**src/rtl/aes_unmask_if.sv**
```systemverilog
// ---------------------------------------------------------------------------
// aes_unmask_if
// Bundles the command/data signals of the AES unmasking block.
//
// Handshake: init and next are single-cycle commands. They are taken only on
// a rising clock edge where ready=1; while ready=0 they are ignored and never
// queued. If both are high on an accepting edge, init wins and next is lost.
// result_valid rises on the same edge as ready and stays high until the next
// accepted command or reset.
//
// Signals:
//   init, next    command pulses (master -> slave)
//   key, keylen   mask key and schedule select, sampled with init
//   block         masked 128-bit block, sampled with next
//   result        unmasked block (slave -> master)
//   ready         slave idle and able to take a command
//   result_valid  result holds the unmasked value of the last next
//   dbg_state     current FSM state of the slave, for observation only
// ---------------------------------------------------------------------------
interface aes_unmask_if;
  logic         init;
  logic         next;
  logic [127:0] key;
  logic         keylen;
  logic [127:0] block;
  logic [127:0] result;
  logic         ready;
  logic         result_valid;
  logic [1:0]   dbg_state;

  modport master (
    output init, next, key, keylen, block,
    input  result, ready, result_valid, dbg_state
  );

  modport slave (
    input  init, next, key, keylen, block,
    output result, ready, result_valid, dbg_state
  );
endinterface

```
**src/rtl/aes_unmask.sv**
```systemverilog
// ---------------------------------------------------------------------------
// aes_unmask
// Receiving-end counterpart of the AES masking block. Regenerates the keyed,
// rotating mask stream and strips it from a masked 128-bit block.
//
// For each block, with key state S, schedule length N and rotate amount R:
//   mask = XOR_{i=0..N-1} rotr^i(S)
// After each block the key state evolves to rotr^N(S) ^ key, so masker and
// unmasker stay aligned only when both see the same init/next sequence.
//
// Ports:
//   clk      clock
//   reset_n  synchronous active-low reset
//   bus      aes_unmask_if.slave (init/next/key/keylen/block in,
//            result/ready/result_valid/dbg_state out)
//
// Timing: init keeps ready low for 1 cycle; next keeps it low for N+1 cycles
// (N ROUND cycles plus one FINAL cycle).
// ---------------------------------------------------------------------------
module aes_unmask #(
  parameter int ROUNDS_SHORT = 10,
  parameter int ROUNDS_LONG  = 14,
  parameter int ROT_SHORT    = 19,
  parameter int ROT_LONG     = 22
) (
  input  logic        clk,
  input  logic        reset_n,
  aes_unmask_if.slave bus
);

  typedef enum logic [1:0] {
    IDLE  = 2'd0,
    INIT  = 2'd1,
    ROUND = 2'd2,
    FINAL = 2'd3
  } fsm_t;

  localparam logic [3:0] LAST_SHORT = 4'(ROUNDS_SHORT - 1);
  localparam logic [3:0] LAST_LONG  = 4'(ROUNDS_LONG - 1);

  fsm_t         fsm_q, fsm_d;
  logic [127:0] key_q, key_d;
  logic         keylen_q, keylen_d;
  logic [127:0] s_q, s_d;          // evolving key state
  logic [127:0] rk_q, rk_d;        // rotating round key within one block
  logic [127:0] state_q, state_d;  // working block, also the result
  logic [3:0]   ctr_q, ctr_d;
  logic         valid_q, valid_d;

  logic [127:0] rk_rot;
  logic [3:0]   ctr_last;

  // Both rotations are fixed wiring; keylen_q only picks which one is used.
  always_comb begin
    if (keylen_q) begin
      rk_rot   = {rk_q[ROT_LONG-1:0], rk_q[127:ROT_LONG]};
      ctr_last = LAST_LONG;
    end else begin
      rk_rot   = {rk_q[ROT_SHORT-1:0], rk_q[127:ROT_SHORT]};
      ctr_last = LAST_SHORT;
    end
  end

  // State register and datapath registers.
  always_ff @(posedge clk) begin
    if (!reset_n) begin
      fsm_q    <= IDLE;
      key_q    <= '0;
      keylen_q <= 1'b0;
      s_q      <= '0;
      rk_q     <= '0;
      state_q  <= '0;
      ctr_q    <= '0;
      valid_q  <= 1'b0;
    end else begin
      fsm_q    <= fsm_d;
      key_q    <= key_d;
      keylen_q <= keylen_d;
      s_q      <= s_d;
      rk_q     <= rk_d;
      state_q  <= state_d;
      ctr_q    <= ctr_d;
      valid_q  <= valid_d;
    end
  end

  // Next-state and datapath update logic.
  always_comb begin
    fsm_d    = fsm_q;
    key_d    = key_q;
    keylen_d = keylen_q;
    s_d      = s_q;
    rk_d     = rk_q;
    state_d  = state_q;
    ctr_d    = ctr_q;
    valid_d  = valid_q;

    case (fsm_q)
      IDLE: begin
        if (bus.init) begin
          // init wins over a simultaneous next; the next is dropped.
          key_d    = bus.key;
          keylen_d = bus.keylen;
          s_d      = bus.key;
          valid_d  = 1'b0;
          fsm_d    = INIT;
        end else if (bus.next) begin
          state_d = bus.block;
          rk_d    = s_q;
          ctr_d   = '0;
          valid_d = 1'b0;
          fsm_d   = ROUND;
        end
      end

      INIT: begin
        fsm_d = IDLE;
      end

      ROUND: begin
        state_d = state_q ^ rk_q;
        rk_d    = rk_rot;
        ctr_d   = ctr_q + 4'd1;
        if (ctr_q == ctr_last) begin
          fsm_d = FINAL;
        end
      end

      FINAL: begin
        // rk_q has been rotated N times from the starting key state here.
        s_d     = rk_q ^ key_q;
        valid_d = 1'b1;
        fsm_d   = IDLE;
      end

      default: begin
        fsm_d = IDLE;
      end
    endcase
  end

  assign bus.result       = state_q;
  assign bus.ready        = (fsm_q == IDLE);
  assign bus.result_valid = valid_q;
  assign bus.dbg_state    = fsm_q;

endmodule
```
**src/flat_wrapper.sv**
```systemverilog
// flat-port wrapper written by rule: the top's interface ports become plain ports
module aes_unmask_flat 
#(
  parameter int ROUNDS_SHORT = 10,
  parameter int ROUNDS_LONG  = 14,
  parameter int ROT_SHORT    = 19,
  parameter int ROT_LONG     = 22
)
  (clk, reset_n, bus_init, bus_next, bus_key, bus_keylen, bus_block, bus_result, bus_ready, bus_result_valid, bus_dbg_state);
  aes_unmask_if bus_i ();
  input  logic clk;
  input  logic reset_n;
  input wire logic [$bits(bus_i.init)-1:0] bus_init;
  input wire logic [$bits(bus_i.next)-1:0] bus_next;
  input wire logic [$bits(bus_i.key)-1:0] bus_key;
  input wire logic [$bits(bus_i.keylen)-1:0] bus_keylen;
  input wire logic [$bits(bus_i.block)-1:0] bus_block;
  output wire logic [$bits(bus_i.result)-1:0] bus_result;
  output wire logic [$bits(bus_i.ready)-1:0] bus_ready;
  output wire logic [$bits(bus_i.result_valid)-1:0] bus_result_valid;
  output wire logic [$bits(bus_i.dbg_state)-1:0] bus_dbg_state;
  assign bus_i.init = bus_init;
  assign bus_i.next = bus_next;
  assign bus_i.key = bus_key;
  assign bus_i.keylen = bus_keylen;
  assign bus_i.block = bus_block;
  assign bus_result = bus_i.result;
  assign bus_ready = bus_i.ready;
  assign bus_result_valid = bus_i.result_valid;
  assign bus_dbg_state = bus_i.dbg_state;
  aes_unmask #(.ROUNDS_SHORT(ROUNDS_SHORT), .ROUNDS_LONG(ROUNDS_LONG), .ROT_SHORT(ROT_SHORT), .ROT_LONG(ROT_LONG)) u_core (.clk(clk), .reset_n(reset_n), .bus(bus_i));
endmodule
```
**config.mk**
```make
export PLATFORM = sky130hd
export DESIGN_NAME = aes_unmask_flat
export DESIGN_NICKNAME = d
export VERILOG_FILES = /design/src/rtl/aes_unmask_if.sv /design/src/rtl/aes_unmask.sv /design/src/flat_wrapper.sv
export SDC_FILE = /design/constraint.sdc
export NUM_CORES = 1
export LEC_CHECK = 0
export ABC_CLOCK_PERIOD_IN_PS = 1760
export BUFFER_PORTS_ARGS = -buffer_cell sky130_fd_sc_hd__buf_2
export CORE_ASPECT_RATIO = 1.1
export CORE_MARGIN = 1.5
export CORE_UTILIZATION = 52
export DETAILED_ROUTE_END_ITERATION = 7
export GPL_TIMING_DRIVEN = 0
export PLACE_DENSITY = 0.86
export SLEW_MARGIN = 30
export SYNTH_ARGS = -nofsm -noshare
export SYNTH_HDL_FRONTEND = slang
export SYNTH_SLANG_ARGS = --single-unit
```
**constraint.sdc**
```tcl
create_clock -name clk -period 1.76 [get_ports clk]
set_input_delay 0.44 -clock clk [delete_from_list [all_inputs] [get_ports clk]]
set_output_delay 0.44 -clock clk [all_outputs]
set_load 0.02 [all_outputs]
```
# After elaboration in Yosys (flattened, before gate mapping)
# Cells that the tools add are included.
word_totals:
  register_bits: 520
  latchBits: 0
  mem_bits_rw: 0
  rom_bits: 0
  inputBits: 261
  output_inout_bits: 132
  word_cells: 49
  mem_count: 0
classes:
  n_addsub: 1
  mul: 0
  div: 0
  n_lt_le_gt_ge: 0
  n_eq_ne: 9
  n_shift: 0
  n_mux: 20
  n_bitwise: 2
  n_reduce_logical: 9
ops:
  columns: ["operator", "n"]
  rows:
  - ["2-to-1 mux 128 bit", 6]
  - ["one-hot mux 128 bit (2 select lines)", 3]
  - ["XOR 128 bit", 2]
  - ["2-to-1 mux 4 bit", 2]
  - ["one-hot mux 4 bit (2 select lines)", 1]
  - ["AND reduction 2 bit", 4]
  - ["2-to-1 mux 2 bit", 3]
  - ["inequality test 2 bit (second input constant)", 3]
  - ["one-hot mux 2 bit (3 select lines)", 1]
  - ["adder 4 x 1 -> 4 bit (second input constant)", 1]
  - ["equality test 2 bit (second input constant)", 2]
  - ["equality test 4 bit", 1]
  - ["nonzero test 2 bit", 2]
  - ["2-to-1 mux 3 bit", 1]
  - ["inequality test 3 bit (second input constant)", 1]
  - ["AND reduction 3 bit", 1]
  - ["equality test 2 x 1 -> 1 bit (second input constant)", 1]
  - ["zero test 2 bit", 1]
  - ["2-to-1 mux 1 bit", 2]
  - ["inequality test 2 x 1 -> 1 bit (second input constant)", 1]
  - ["one-hot mux 1 bit (2 select lines)", 1]
  - ["OR reduction 2 bit", 1]

# Depth between registers and ports, before layout
logic_depth:
  word_depth: 4
  depth_mapped: 7
  depth_no_buf: 5

# Worst setup path after synthesis
# Ideal clock, no wire load.
synth_timing:
  path_type: "register to register"
  startpoint: "register u_core.fsm_q[1], in the netlist u_core.bus.dbg_state[1]"
  endpoint: "register u_core.s_q[100]"
  arrival_time_ns: 1.773
  t_required_ns: 1.638
  path_slack_ns: -0.135
  stages_incl_launch_ff: 8
  period_less_slack_ns: 1.895
  cell_sequence: "dfxtp_1 -> or3b_1 -> buf_2 -> and3_1 -> buf_4 -> buf_6 -> buf_6 -> a221o_1"
synth_between:
  elab_chain_cells: 3
  elab_cells_between_ends: 6
synth_lines:
  columns: ["item", "line", "rtl"]
  rows:
  - ["from (decl)", "aes_unmask.sv:41", "fsm_t fsm_q, fsm_d;"]
  - ["from (signal assigned)", "aes_unmask.sv:76", "fsm_q <= fsm_d;"]
  - ["equality test 2 bit / zero test 2 bit (equally long branches)", "aes_unmask.sv:98", "case (fsm_q)"]
  - ["nonzero test 2 bit (no source line) / inequality test 2 bit (equally long branches)", null, null]
  - ["AND reduction 2 bit (no source line)", null, null]
  - ["to (signal assigned)", "aes_unmask.sv:70", "s_q <= '0;"]
  - ["to (signal assigned)", "aes_unmask.sv:79", "s_q <= s_d;"]
  - ["to (decl)", "aes_unmask.sv:44", "logic [127:0] s_q, s_d;"]
# Several ways; a longest one is shown, not always the timed one.
# A chain may end at the register's enable or synchronous reset.

# Final worst setup path
layout_timing:
  startpoint: "register u_core.fsm_q[0], in the netlist u_core.bus.dbg_state[0]"
  endpoint: "register u_core.key_q[77]"
layout_between:
  elab_chain_cells: 2
layout_lines:
  columns: ["item", "line", "rtl"]
  rows:
  - ["zero test 2 bit", "aes_unmask.sv:98", null]
  - ["AND reduction 2 bit (no source line)", null, null]
  - ["to (signal assigned)", "aes_unmask.sv:77", "key_q <= key_d;"]
  - ["to (decl)", "aes_unmask.sv:42", "logic [127:0] key_q, key_d;"]
# No other way between the ends.

==> results.ini <==
[detailed_routing]
viasPerCell = 6.85
vias = 28200
drt_iter0_markers = 4300
drtPass1Iterations = 8
routedWlPerCell_um = 27.3
ant_nets = 0
totalWireLength_um = 112000
drc = 23

[layout]
drive_gt1_share_pct = 32.5
num-fill-cells = 3244
final_core_util_pct = 70.0
area_growth_pct = 33.1
fin_area_um2 = 33300
fin_nets = 3685

[global_route]
overflow = 0
grt_use_total_pct = 39.0
antenna_found_initial = 9
grt_pass1_vias = 25200
grt_pass1_wl_um = 147000
grt_max_degree = 20

[flow_run]
maxCapViolations = 0

[timing]
final.setup.worst_slack_ns = -0.328
slew_violations = 0
finalHoldViolCount = 0
fmax_ghz = 0.479
worst_pin_slew_ns = 0.767
fin_crit_sh_pct = 119
hold-worst-slack_ns = 0.0481
finalCriticalPeriod_ns = 2.09
max_slew_margin_pct = 48.9
setup_viol = 443
skew_ns = 0.0323
rsz0062_at_grt = yes

[die]
core_region_area_um2 = 47600
dieHeight_um = 233
dieArea_um2 = 49400
rows = 84
die_w_um = 212
num_io_pins = 393
start_util_pct = 52.6

[logic_synthesis]
synth_fp_nets = 3178
synth-async-reset-ratio_pct = 0
syn-cell-area_um2 = 25000
synth.largest_area_cell = dfxtp_1
ys_warn_count = 0
synth_most_common_cell = dfxtp_1
synthDistinctLibCells = 36
yosys.area.top_type_share_pct = 41.6
synth-seq-cells = 520
synthTopCellsByCount = dfxtp_1, nand2_1, clkbuf_1
syn-instance-count = 2915
synth-edff-count = 0
seq_area_frac_synth_pct = 41.6
synth.area.top_cells = dfxtp_1, nand2_1, o22ai_1, a21oi_1, mux2i_1
synth_ff_type = dfxtp_1
avgSynthCellArea_um2 = 8.58

[setup_path]
start_kind = register
r2r-end = u_core.key_q[77]
rr_worst_depth = 10
r2r_slack_ns = -0.33
critPathMaxFanout = 10
r2r-start = u_core.bus.dbg_state[0]
worstPathRequired_ns = 2.25
arrival_ns = 2.58
endpoint_kind = register
crit_type = register to register

[place]
pre_cts_ws_ns = -1.28
dp_hpwl_um = 67100
gp_congestion = 0.971
place_area_um2 = 27800
port-buffer-count = 391

[clocking]
h-tree-depth = 2
cts_max_path_buffers = 3
cts-buffers-inserted = 53
cts-root-buf = clkbuf_16
worstSkewPairLatency_ns = 0.64
clkTransAtPathRegs_ns = 0.07
cts_num_sinks = 520
cts_tree = yes

[status]
status = complete, but fails checks
violations = DRC, setup timing

[pwr]
p_per_area_nw_per_um2 = 929
p_total_mw = 30.9
ir_drop_v = 0.000717
p_leak_nw = 12.3

[worst_hold_path]
hold_end = u_core.s_q[107]
worstHoldStart = bus_key[107]
min_delay_path_depth = 2
hold_class = input port to register

-- report_power, final --
part / internal [mW] / switching [mW]
logic: 2.46 / 3.33
registers: 12.5 / 0.776
clock network: 6.79 / 5.12
-- cells in the final DEF (no fill, tap or decap), types with 3 or more instances in the layout --
cell,synthesis,layout
a211oi_1,129,126
a211oi_2,0,3
a21oi_1,260,228
a21oi_2,0,32
a221o_1,127,127
a31o_2,128,128
and3_4,0,3
buf_12,0,29
buf_2,21,411
buf_4,1,26
buf_6,4,24
buf_8,0,20
bufinv_16,0,4
clkbuf_1,267,91
clkbuf_16,0,87
clkbuf_2,0,99
clkbuf_4,0,32
clkbuf_8,0,16
clkinv_2,0,4
dfxtp_1,520,518
diode_2,0,6
mux2i_1,130,124
mux2i_2,0,6
nand2_1,517,473
nand2_2,0,13
nand2_4,0,31
nand2b_1,3,3
nand3_1,7,7
nand3b_1,3,3
nor2_1,128,127
nor2b_1,128,128
nor4bb_1,128,104
nor4bb_2,0,23
o22ai_1,257,134
o22ai_2,0,101
o22ai_4,0,22
xnor2_1,127,127
-- state kept, by name (all words and copies together) (netlist names) --
signal	cells
u_core.keylen_q	1
u_core.bus.result	128
u_core.bus.result_valid	1
u_core.rk_q	128
u_core.key_q	128
u_core.ctr_q	4
u_core.bus.dbg_state	2
u_core.s_q	128
-- worst max-delay path, stage by stage, from the launching register on --
cell	delay, ns
dfxtp_4	0.36
buf_6	0.12
or3b_1	0.38
buf_6	0.15
buf_12	0.12
buf_8	0.13
clkbuf_16	0.20
buf_12	0.14
clkbuf_16	0.16
nand2_1	0.09
a21oi_1	0.08
-- what timing repair did --
| item | 4_1_cts | 5_1_grt |
|---|---|---|
| cloned | 12 | 25 |
| endpoints found under the setup margin | 504 | 520 |
| buffers inserted | 25 | 12 |
| hold buffers | 0 | 0 |
| gates resized for setup | 346 | 494 |
| hold endpoints to repair | 0 | 0 |
| pin swaps | 6 | 65 |
-- metrics by stage --
stage | setup TNS [ns] | instances
finish | -70.92 | 4115
global route | -72.77 | 4114
CTS | -52.77 | 4081
detailed placement | -411.60 | 3951
global placement | -460.74 | 3951
floorplan | -4.70 | 2915
-- final cells by class --
class / count / area (µm²) / area share [%]
multi-input combinational: 2091 / 15000 / 45.0
sequential: 520 / 10400 / 31.3
antenna: 6 / 15.0 / 0.0451
clock buffer: 86 / 1600 / 4.81
buffer: 291 / 2070 / 6.22
clock inverter: 11 / 164 / 0.492
tap: 645 / 807 / 2.42
timing repair buffer: 461 / 3240 / 9.73
inverter: 4 / 17.5 / 0.0526
-- worst max path at each step --
stage                            start                      to  cells past startpoint  slack [ns]
3_3_place_gp                   reset_n  u_core.bus.result[125]                      6       -1.28
2_1_floorplan                 bus_init         u_core.s_q[100]                      7       -0.08
3_5_place_dp                   reset_n  u_core.bus.result[125]                      6       -1.28
5_1_grt        u_core.bus.dbg_state[0]        u_core.key_q[77]                     10       -0.33
6_report       u_core.bus.dbg_state[0]        u_core.key_q[77]                     10       -0.33
4_1_cts        u_core.bus.dbg_state[0]               bus_ready                      5       -0.33
-- cells by family after synthesis --
kind of cell | after synthesis | share of synthesized area [%]
xor+xnor | 129 | 4.52
simple gates | 921 | 18.5
flops | 520 | 41.6
compound gates | 907 | 25.2
buf+inv | 306 | 4.83
mux | 130 | 5.20
fa+ha+maj | 2 | 0.100
-- per-layer routing --
layer | GRT usage, % | wire length (µm) | vias to the layer above
met5 | 0 | 10 | -
met4 | 30.7 | 11300 | 2
met3 | 10.7 | 16000 | 850
met2 | 59.5 | 47300 | 2594
met1 | 46.4 | 37800 | 13000
li1 | - | - | 11700
Note: power is estimated with default switching activity, not from simulation.
